==> config.mk <==
export PLATFORM = sky130hd
export DESIGN_NAME = uart_rx_param
export DESIGN_NICKNAME = d
export VERILOG_FILES = /design/src/rtl/uart_rx_param.sv
export SDC_FILE = /design/constraint.sdc
export NUM_CORES = 1
export LEC_CHECK = 0
export BUFFER_PORTS_ARGS = -buffer_cell sky130_fd_sc_hd__buf_4
export CORE_MARGIN = 10
export CORE_UTILIZATION = 55
export DETAILED_ROUTE_END_ITERATION = 10
export GPL_TIMING_DRIVEN = 0
export PLACE_DENSITY = 0.76
export SLEW_MARGIN = 20
export SYNTH_ARGS = -nofsm -noshare
export SYNTH_HDL_FRONTEND = slang
export SYNTH_SLANG_ARGS = --single-unit
==> constraint.sdc <==
create_clock -name clk -period 3.9 [get_ports clk]
set_input_delay 0.78 -clock clk [delete_from_list [all_inputs] [get_ports clk]]
set_output_delay 0.78 -clock clk [all_outputs]
set_load 0.01 [all_outputs]
==> src/rtl/uart_rx_param.sv <==
// UART receiver with a 2-flop input synchroniser, start-bit glitch rejection,
// parity/framing checks, break handling and a valid/ready output with overrun.
module uart_rx_param #(
  parameter int CLK_HZ    = 1_000_000,
  parameter int BAUD      = 9600,
  parameter int DATA_BITS = 8,
  parameter int PARITY    = 0,
  parameter int STOP_BITS = 1
) (
  input  logic                 clk,
  input  logic                 rst,
  input  logic                 rx,
  output logic [DATA_BITS-1:0] data_out,
  output logic                 data_valid,
  input  logic                 data_ready,
  output logic                 parity_err,
  output logic                 frame_err,
  output logic                 overrun,
  output logic                 busy,
  output logic [2:0]           dbg_state_o
);

  localparam int BAUD_TICKS = CLK_HZ / BAUD;
  localparam int HALF       = BAUD_TICKS / 2;
  localparam int CW         = $clog2(BAUD_TICKS + 1);

  localparam logic [CW-1:0] CNT_FULL  = CW'(BAUD_TICKS - 1);
  localparam logic [CW-1:0] CNT_HALF  = CW'(HALF - 1);
  localparam logic [3:0]    LAST_DATA = 4'(DATA_BITS - 1);
  localparam logic [3:0]    LAST_STOP = 4'(STOP_BITS - 1);

  if (BAUD_TICKS < 4) begin : g_bad_baud
    $error("uart_rx_param: CLK_HZ/BAUD must be at least 4");
  end
  if (DATA_BITS < 5 || DATA_BITS > 9) begin : g_bad_data
    $error("uart_rx_param: DATA_BITS must be 5..9");
  end
  if (PARITY < 0 || PARITY > 2) begin : g_bad_parity
    $error("uart_rx_param: PARITY must be 0, 1 or 2");
  end
  if (STOP_BITS < 1 || STOP_BITS > 2) begin : g_bad_stop
    $error("uart_rx_param: STOP_BITS must be 1 or 2");
  end

  typedef enum logic [2:0] {
    S_IDLE, S_START, S_DATA, S_PAR, S_STOP, S_WAIT_HI
  } state_t;

  state_t                 state_q;
  logic                   rx_meta_q, rx_s_q;
  logic [CW-1:0]          cnt_q;
  logic [3:0]             idx_q;
  logic [DATA_BITS-1:0]   shift_q;
  logic                   xor_q, perr_q, ferr_q, done_q;

  assign busy        = (state_q != S_IDLE);
  assign dbg_state_o = state_q;

  // Output handshake: a word is transferred on any rising clk edge where
  // data_valid and data_ready are both 1; data_out and flags hold until then.
  always_ff @(posedge clk or posedge rst) begin
    if (rst) begin
      state_q    <= S_IDLE;
      rx_meta_q  <= 1'b1;
      rx_s_q     <= 1'b1;
      cnt_q      <= '0;
      idx_q      <= '0;
      shift_q    <= '0;
      xor_q      <= 1'b0;
      perr_q     <= 1'b0;
      ferr_q     <= 1'b0;
      done_q     <= 1'b0;
      data_out   <= '0;
      data_valid <= 1'b0;
      parity_err <= 1'b0;
      frame_err  <= 1'b0;
      overrun    <= 1'b0;
    end else begin
      rx_meta_q <= rx;
      rx_s_q    <= rx_meta_q;
      done_q    <= 1'b0;

      if (data_valid && data_ready) begin
        data_valid <= 1'b0;
        overrun    <= 1'b0;
      end
      // A finished frame either loads (slot free or being freed) or is dropped.
      if (done_q) begin
        if (!data_valid || data_ready) begin
          data_out   <= shift_q;
          parity_err <= perr_q;
          frame_err  <= ferr_q;
          data_valid <= 1'b1;
        end else begin
          overrun <= 1'b1;
        end
      end

      case (state_q)
        S_IDLE: begin
          if (!rx_s_q) begin
            state_q <= S_START;
            cnt_q   <= CNT_HALF;
          end
        end
        S_START: begin
          if (cnt_q != '0) begin
            cnt_q <= cnt_q - CW'(1);
          end else if (rx_s_q) begin
            state_q <= S_IDLE;
          end else begin
            state_q <= S_DATA;
            cnt_q   <= CNT_FULL;
            idx_q   <= '0;
            xor_q   <= 1'b0;
          end
        end
        S_DATA: begin
          if (cnt_q != '0) begin
            cnt_q <= cnt_q - CW'(1);
          end else begin
            shift_q <= {rx_s_q, shift_q[DATA_BITS-1:1]};
            xor_q   <= xor_q ^ rx_s_q;
            cnt_q   <= CNT_FULL;
            if (idx_q == LAST_DATA) begin
              idx_q   <= '0;
              perr_q  <= 1'b0;
              ferr_q  <= 1'b0;
              state_q <= (PARITY != 0) ? S_PAR : S_STOP;
            end else begin
              idx_q <= idx_q + 4'd1;
            end
          end
        end
        S_PAR: begin
          if (cnt_q != '0) begin
            cnt_q <= cnt_q - CW'(1);
          end else begin
            perr_q  <= (PARITY == 1) ? (xor_q ^ rx_s_q) : ~(xor_q ^ rx_s_q);
            cnt_q   <= CNT_FULL;
            state_q <= S_STOP;
          end
        end
        S_STOP: begin
          if (cnt_q != '0) begin
            cnt_q <= cnt_q - CW'(1);
          end else begin
            cnt_q <= CNT_FULL;
            if (!rx_s_q) ferr_q <= 1'b1;
            if (idx_q == LAST_STOP) begin
              done_q  <= 1'b1;
              cnt_q   <= '0;
              idx_q   <= '0;
              state_q <= (ferr_q || !rx_s_q) ? S_WAIT_HI : S_IDLE;
            end else begin
              idx_q <= idx_q + 4'd1;
            end
          end
        end
        S_WAIT_HI: begin
          // A held-low line (break) must go high before a new start is seen.
          if (rx_s_q) state_q <= S_IDLE;
        end
        default: state_q <= S_IDLE;
      endcase
    end
  end

endmodule
==> Yosys cells after proc, flatten, opt, wreduce, memory -nomap -nowiden <==
Index checks and enable logic that the tools add are counted.
{ "classes": {"mul": 0, "add_sub_neg": 2, "n_eq_ne": 17, "n_bitwise": 3, "reduce_logical": 23, "shift": 0, "n_mux": 45, "n_lt_le_gt_ge": 0, "div_mod_pow": 0} }
{ "ops": {"columns": ["op", "count"], "rows": [
  ["7-bit 2-to-1 mux", 6],
  ["7-bit one-hot mux with 4 select lines", 1],
  ["3-bit 2-to-1 mux", 9],
  ["4-bit 2-to-1 mux", 6],
  ["2-bit != test (second input constant)", 10],
  ["3-bit one-hot mux with 6 select lines", 1],
  ["1-bit 2-to-1 mux", 17],
  ["4-bit one-hot mux with 3 select lines", 1],
  ["5-bit AND reduction", 2],
  ["4-bit AND reduction", 2],
  ["8-bit AND reduction", 1],
  ["7-bit nonzero test", 1],
  ["7-bit by 1-bit subtractor with 7-bit output (second input constant)", 1],
  ["3-bit by 2-bit == test with 1-bit output (second input constant)", 2],
  ["3-bit == test (second input constant)", 2],
  ["1-bit one-hot mux with 2 select lines", 3],
  ["2-bit nonzero test", 3],
  ["3-bit nonzero test", 2],
  ["4-bit by 1-bit adder with 4-bit output (second input constant)", 1],
  ["4-bit by 3-bit == test with 1-bit output (second input constant)", 1],
  ["4-bit zero test", 1],
  ["2-bit AND reduction", 2],
  ["4-bit nonzero test", 1],
  ["3-bit by 1-bit == test with 1-bit output (second input constant)", 1],
  ["10 further kinds", 13]
]} }
{ "totals": {"inputBits": 4, "regBits": 40, "mem_bits_ro": 0, "n_memories": 0, "latch_bits": 0, "ramBits": 0, "word_cells": 105} }

==> Depth between registers and ports, before layout <==
{ "logic_depth": {"word_depth": 6, "ltp_mapped": 8, "mapped_depth_nobuf": 7} }

==> Worst setup path after synthesis <==
No wires, ideal clock.
{ "synth_timing": {"path_type": "register to output", "from": "reg state_q[1] (netlist: dbg_state_o[1])", "to": "out busy", "setup_slack_ps": 2097, "path_stages_with_launch": 4, "arrival_time_ps": 1023, "cell_sequence": "dfrtp_1 > clkbuf_1 > nor2_1 > nand2_1"} }
{ "synth_via": {"elab_chain_len": 1} }
{ "synth_lines": {"columns": ["item", "line", "text"], "rows": [
  ["start, declared", "49", "state_t state_q;"],
  ["start signal, assigned", "129", "state_q <= (PARITY != 0) ? S_PAR : S_STOP;"],
  ["start signal, assigned", "154", "state_q <= (ferr_q || !rx_s_q) ? S_WAIT_HI : S_IDLE;"],
  ["3-bit nonzero test", "56", "assign busy = (state_q != S_IDLE);"],
  ["end, declared", "19", "output logic busy,"]
]} }
No other way between the ends.

==> Worst setup path in the final report <==
{ "layout_timing": {"from": "reg state_q[0] (netlist: dbg_state_o[0])", "to": "out busy"} }
Same word-level chain as after synthesis.

==> metrics.md <==
| Metric | Value |
|---|---|
| Status | complete, no violations |
| Commonest non-fill, non-tap cell in the layout | dfrtp_1 |
| Worst-margin pin slew | approximately 0.50 ns |
| Worst-path maximum fanout | 10 |
| Post-CTS Repair Setup Buffers | 0 |
| Layout cell share with drive strength beyond 1 | between 20% and 30% |
| Clock insertion delay at the later pin of the skew report | approximately 0.34 ns |
| Final Cycle Share | 62.5% |
| Register area share after synthesis | ~51% |
| Synth async-reset ratio | between 90% and 100% |
| Vias | 1467 |
| Worst Hold Class | reg -> reg |
| CP Class | reg -> out |
| Root Buffer | clkbuf_4 |
| Final setup violating endpoints | 0 |
| Final-layout fill cell count | between 200 and 300 |
| Slew margin rel. | between 60% and 70% |
| Crit path capture type | output pin |
| Pwr dens | about 300 mW/mm2 |
| Syn_nets | approximately 190 |
| Worst Skew | ~0.0075 ns |
| Die X | between 70 and 80 um |
| # rows | 21 |
| Antenna cells | 0 |
| Mapped Area | about 0.0020 mm2 |
| Max-Cap Viols | 0 |
| CTS resizes | 0 |
| Beginning of the worst hold path | rx_meta_q |
| Initial Utilization | just under 60% |
| Arrival time at the worst endpoint | around 1.7 ns |
| Die Footprint | 0.00635 mm2 |
| Nets | 218 |
| Wire length per cell | between 10 and 15 um |
| Setup crit start | dbg_state_o[0] |
| RSZ-0062 raised after global routing | false |
| Lkg Pwr | 1.09 nW |
| Post-detail-place hpwl | about 2800 um |
| Area Overhead vs Synth | 15.1% |
| I/O pin count | 20 |
| Hold Slack | 0.365 ns |
| Bufs on Longest Clock Path | 2 |
| Pin count of the biggest net entering global routing | 30 |
| Critical Path RT | roughly 3.1 ns |
| RD Place Congestion | just under 0.9 |
| Vias per inst | about 5.7 |
| Total negative setup slack | 0 ns |
| Grt ovf | 0 |
| CTS H-Tree Depth | 2 |
| Synth unique cells | 42 |
| Max Freq | about 410 MHz |
| Design Area, Final | between 0.002 and 0.0025 mm2 |
| Routed Antenna Nets | 0 |
| Critical Path Start Type | flip-flop |
| Total core area | around 0.0034 mm2 |
| Clk pin slew, worst setup/hold paths | 0.11 ns |
| CTS tree | yes |
| Final Hold Fails | 0 |
| First-pass GRT wire length | ~6500 um |
| Seq cells post-synth | 40 |
| Die H | around 80 um |
| 1st-iter DRT viols | between 80 and 90 |
| Cells after synthesis | 183 |
| Vias in the first global route | ~1500 |
| Synthesized area per cell | ~11 um2 |
| # hold bufs at CTS | 0 |
| All-Layer GR Usage | roughly an eighth |
| DRT Pass-1 Iters | 4 |
| Reg area | 0.00100 mm2 |
| Most used DFF post-synth | dfrtp_1 |
| Total CTS buffers | 5 |
| RR Startpoint | cnt_q[0] |
| DP Area | between 0.002 and 0.0025 mm2 |
| Initial antenna violation count | 0 |
| Commonest non-fill, non-tap cells in the layout | 38 x dfrtp_1, 19 x buf_4, 18 x mux2_2 |
| Final Slew Violations | 0 |
| CTS Sinks | 40 |
| Area occupied by multi-input gates | just under 900 um2 |
| Drt drc | 0 |
| Total Routed Length | approximately 3700 um |
| I/O Buffers | 19 |
| Synth warn | 0 |
| Post-synth EDFFs | 0 |
| Final min period | around 2.4 ns |
| Max IR drop VDD | roughly 0.00016 V |
==> flip-flops by register name, indices dropped and copies added (netlist names) <==
register	count
perr_q	1
done_q	1
rx_s_q	1
overrun	1
idx_q	4
ferr_q	1
dbg_state_o	3
shift_q	8
rx_meta_q	1
frame_err	1
cnt_q	7
xor_q	1
data_out	8
data_valid	1
parity_err	1
==> layer usage <==
metal  vias up  wire [um]  track usage (%)
met5         -          0                0
met3        11        310             5.41
li1        705          -                -
met1       697       1590             14.4
met4         0         70             5.73
met2        54       1740             20.4
==> synthesized netlist by cell type, drive strengths merged (2+ instances only) <==
cell     n  area, um2
o21ai   14       70.1
nand3    4       20.0
nor4     3       33.8
buf      2       16.3
a22o     3       26.3
dfrtp   38        951
mux2    18        203
nand2b   8       50.1
nor3     7       40.0
o21bai   2       15.0
a21oi   10       50.1
dfstp    2       52.6
a21o     3       22.5
o211ai   3       27.5
ha       4       50.1
o31ai    2       15.0
inv     11       41.3
nor2    12       45.0
xnor2    2       17.5
nand2   16       62.6
clkbuf   4       15.0
==> area by class of cell <==
| class | instances | area share [%] |
|---|---|---|
| clock buffers | 6 | 1.83 |
| well taps | 46 | 2.55 |
| repair buffers | 20 | 7.21 |
| inverters | 11 | 1.83 |
| plain buffers | 6 | 1.39 |
| multi-input cells | 126 | 39.1 |
| flip-flops and latches | 40 | 44.5 |
| clock inverters | 2 | 1.55 |
==> stage by stage <==
stage | setup slack [ns] | std cells | util [%] | total power, mW
after global routing | 1.33 | 257 | 66.5 | 0.728
after floorplan | 2.10 | 183 | - | 0.435
final | 1.46 | 257 | 66.5 | 0.695
after global placement | 1.77 | 248 | 63.7 | 0.440
after detailed placement | 1.82 | 249 | 64.3 | 0.443
after CTS | 1.46 | 257 | 66.5 | 0.705
==> power breakdown <==
part | switching (mW) | leakage (nW) | internal (mW) | total [mW]
registers | 0.000272 | 0.532 | 0.416 | 0.417
clock network | 0.127 | 0.0422 | 0.134 | 0.261
logic | 0.0117 | 0.521 | 0.00597 | 0.0177
total | 0.139 | 1.09 | 0.557 | 0.695
==> worst paths after layout <==
kind	to	cells past startpoint	slack, ns
max in group asynchronous	rx_s_q	3	3.02
min in group asynchronous	cnt_q[2]	2	0.37
hold / removal	rx_s_q	0	0.36
hold reg to reg	rx_s_q	0	0.36
setup / recovery	busy	4	1.46
setup reg to reg	cnt_q[2]	7	1.85
==> critical path: stages (launching register included) <==
cell and delay [ns]:
dfrtp_1 0.41, clkbuf_1 0.23, nor2_1 0.36, nand2_1 0.14, buf_4 0.17
==> kinds of logic (layout without fill, tap and decap cells) <==
family / Yosys count / in the layout / synth area share [%]
XOR/XNOR: 3 / 3 / 1.34
adder cells (fa/ha/maj): 4 / 4 / 2.56
AND/OR/NAND/NOR: 56 / 56 / 15.3
multiplexers: 19 / 19 / 10.9
buffers and inverters: 17 / 45 / 3.71
flip-flops: 40 / 40 / 51.2
AO/OA/AOI/OAI: 44 / 44 / 15.0
Note: power is estimated with default switching activity, not from simulation.
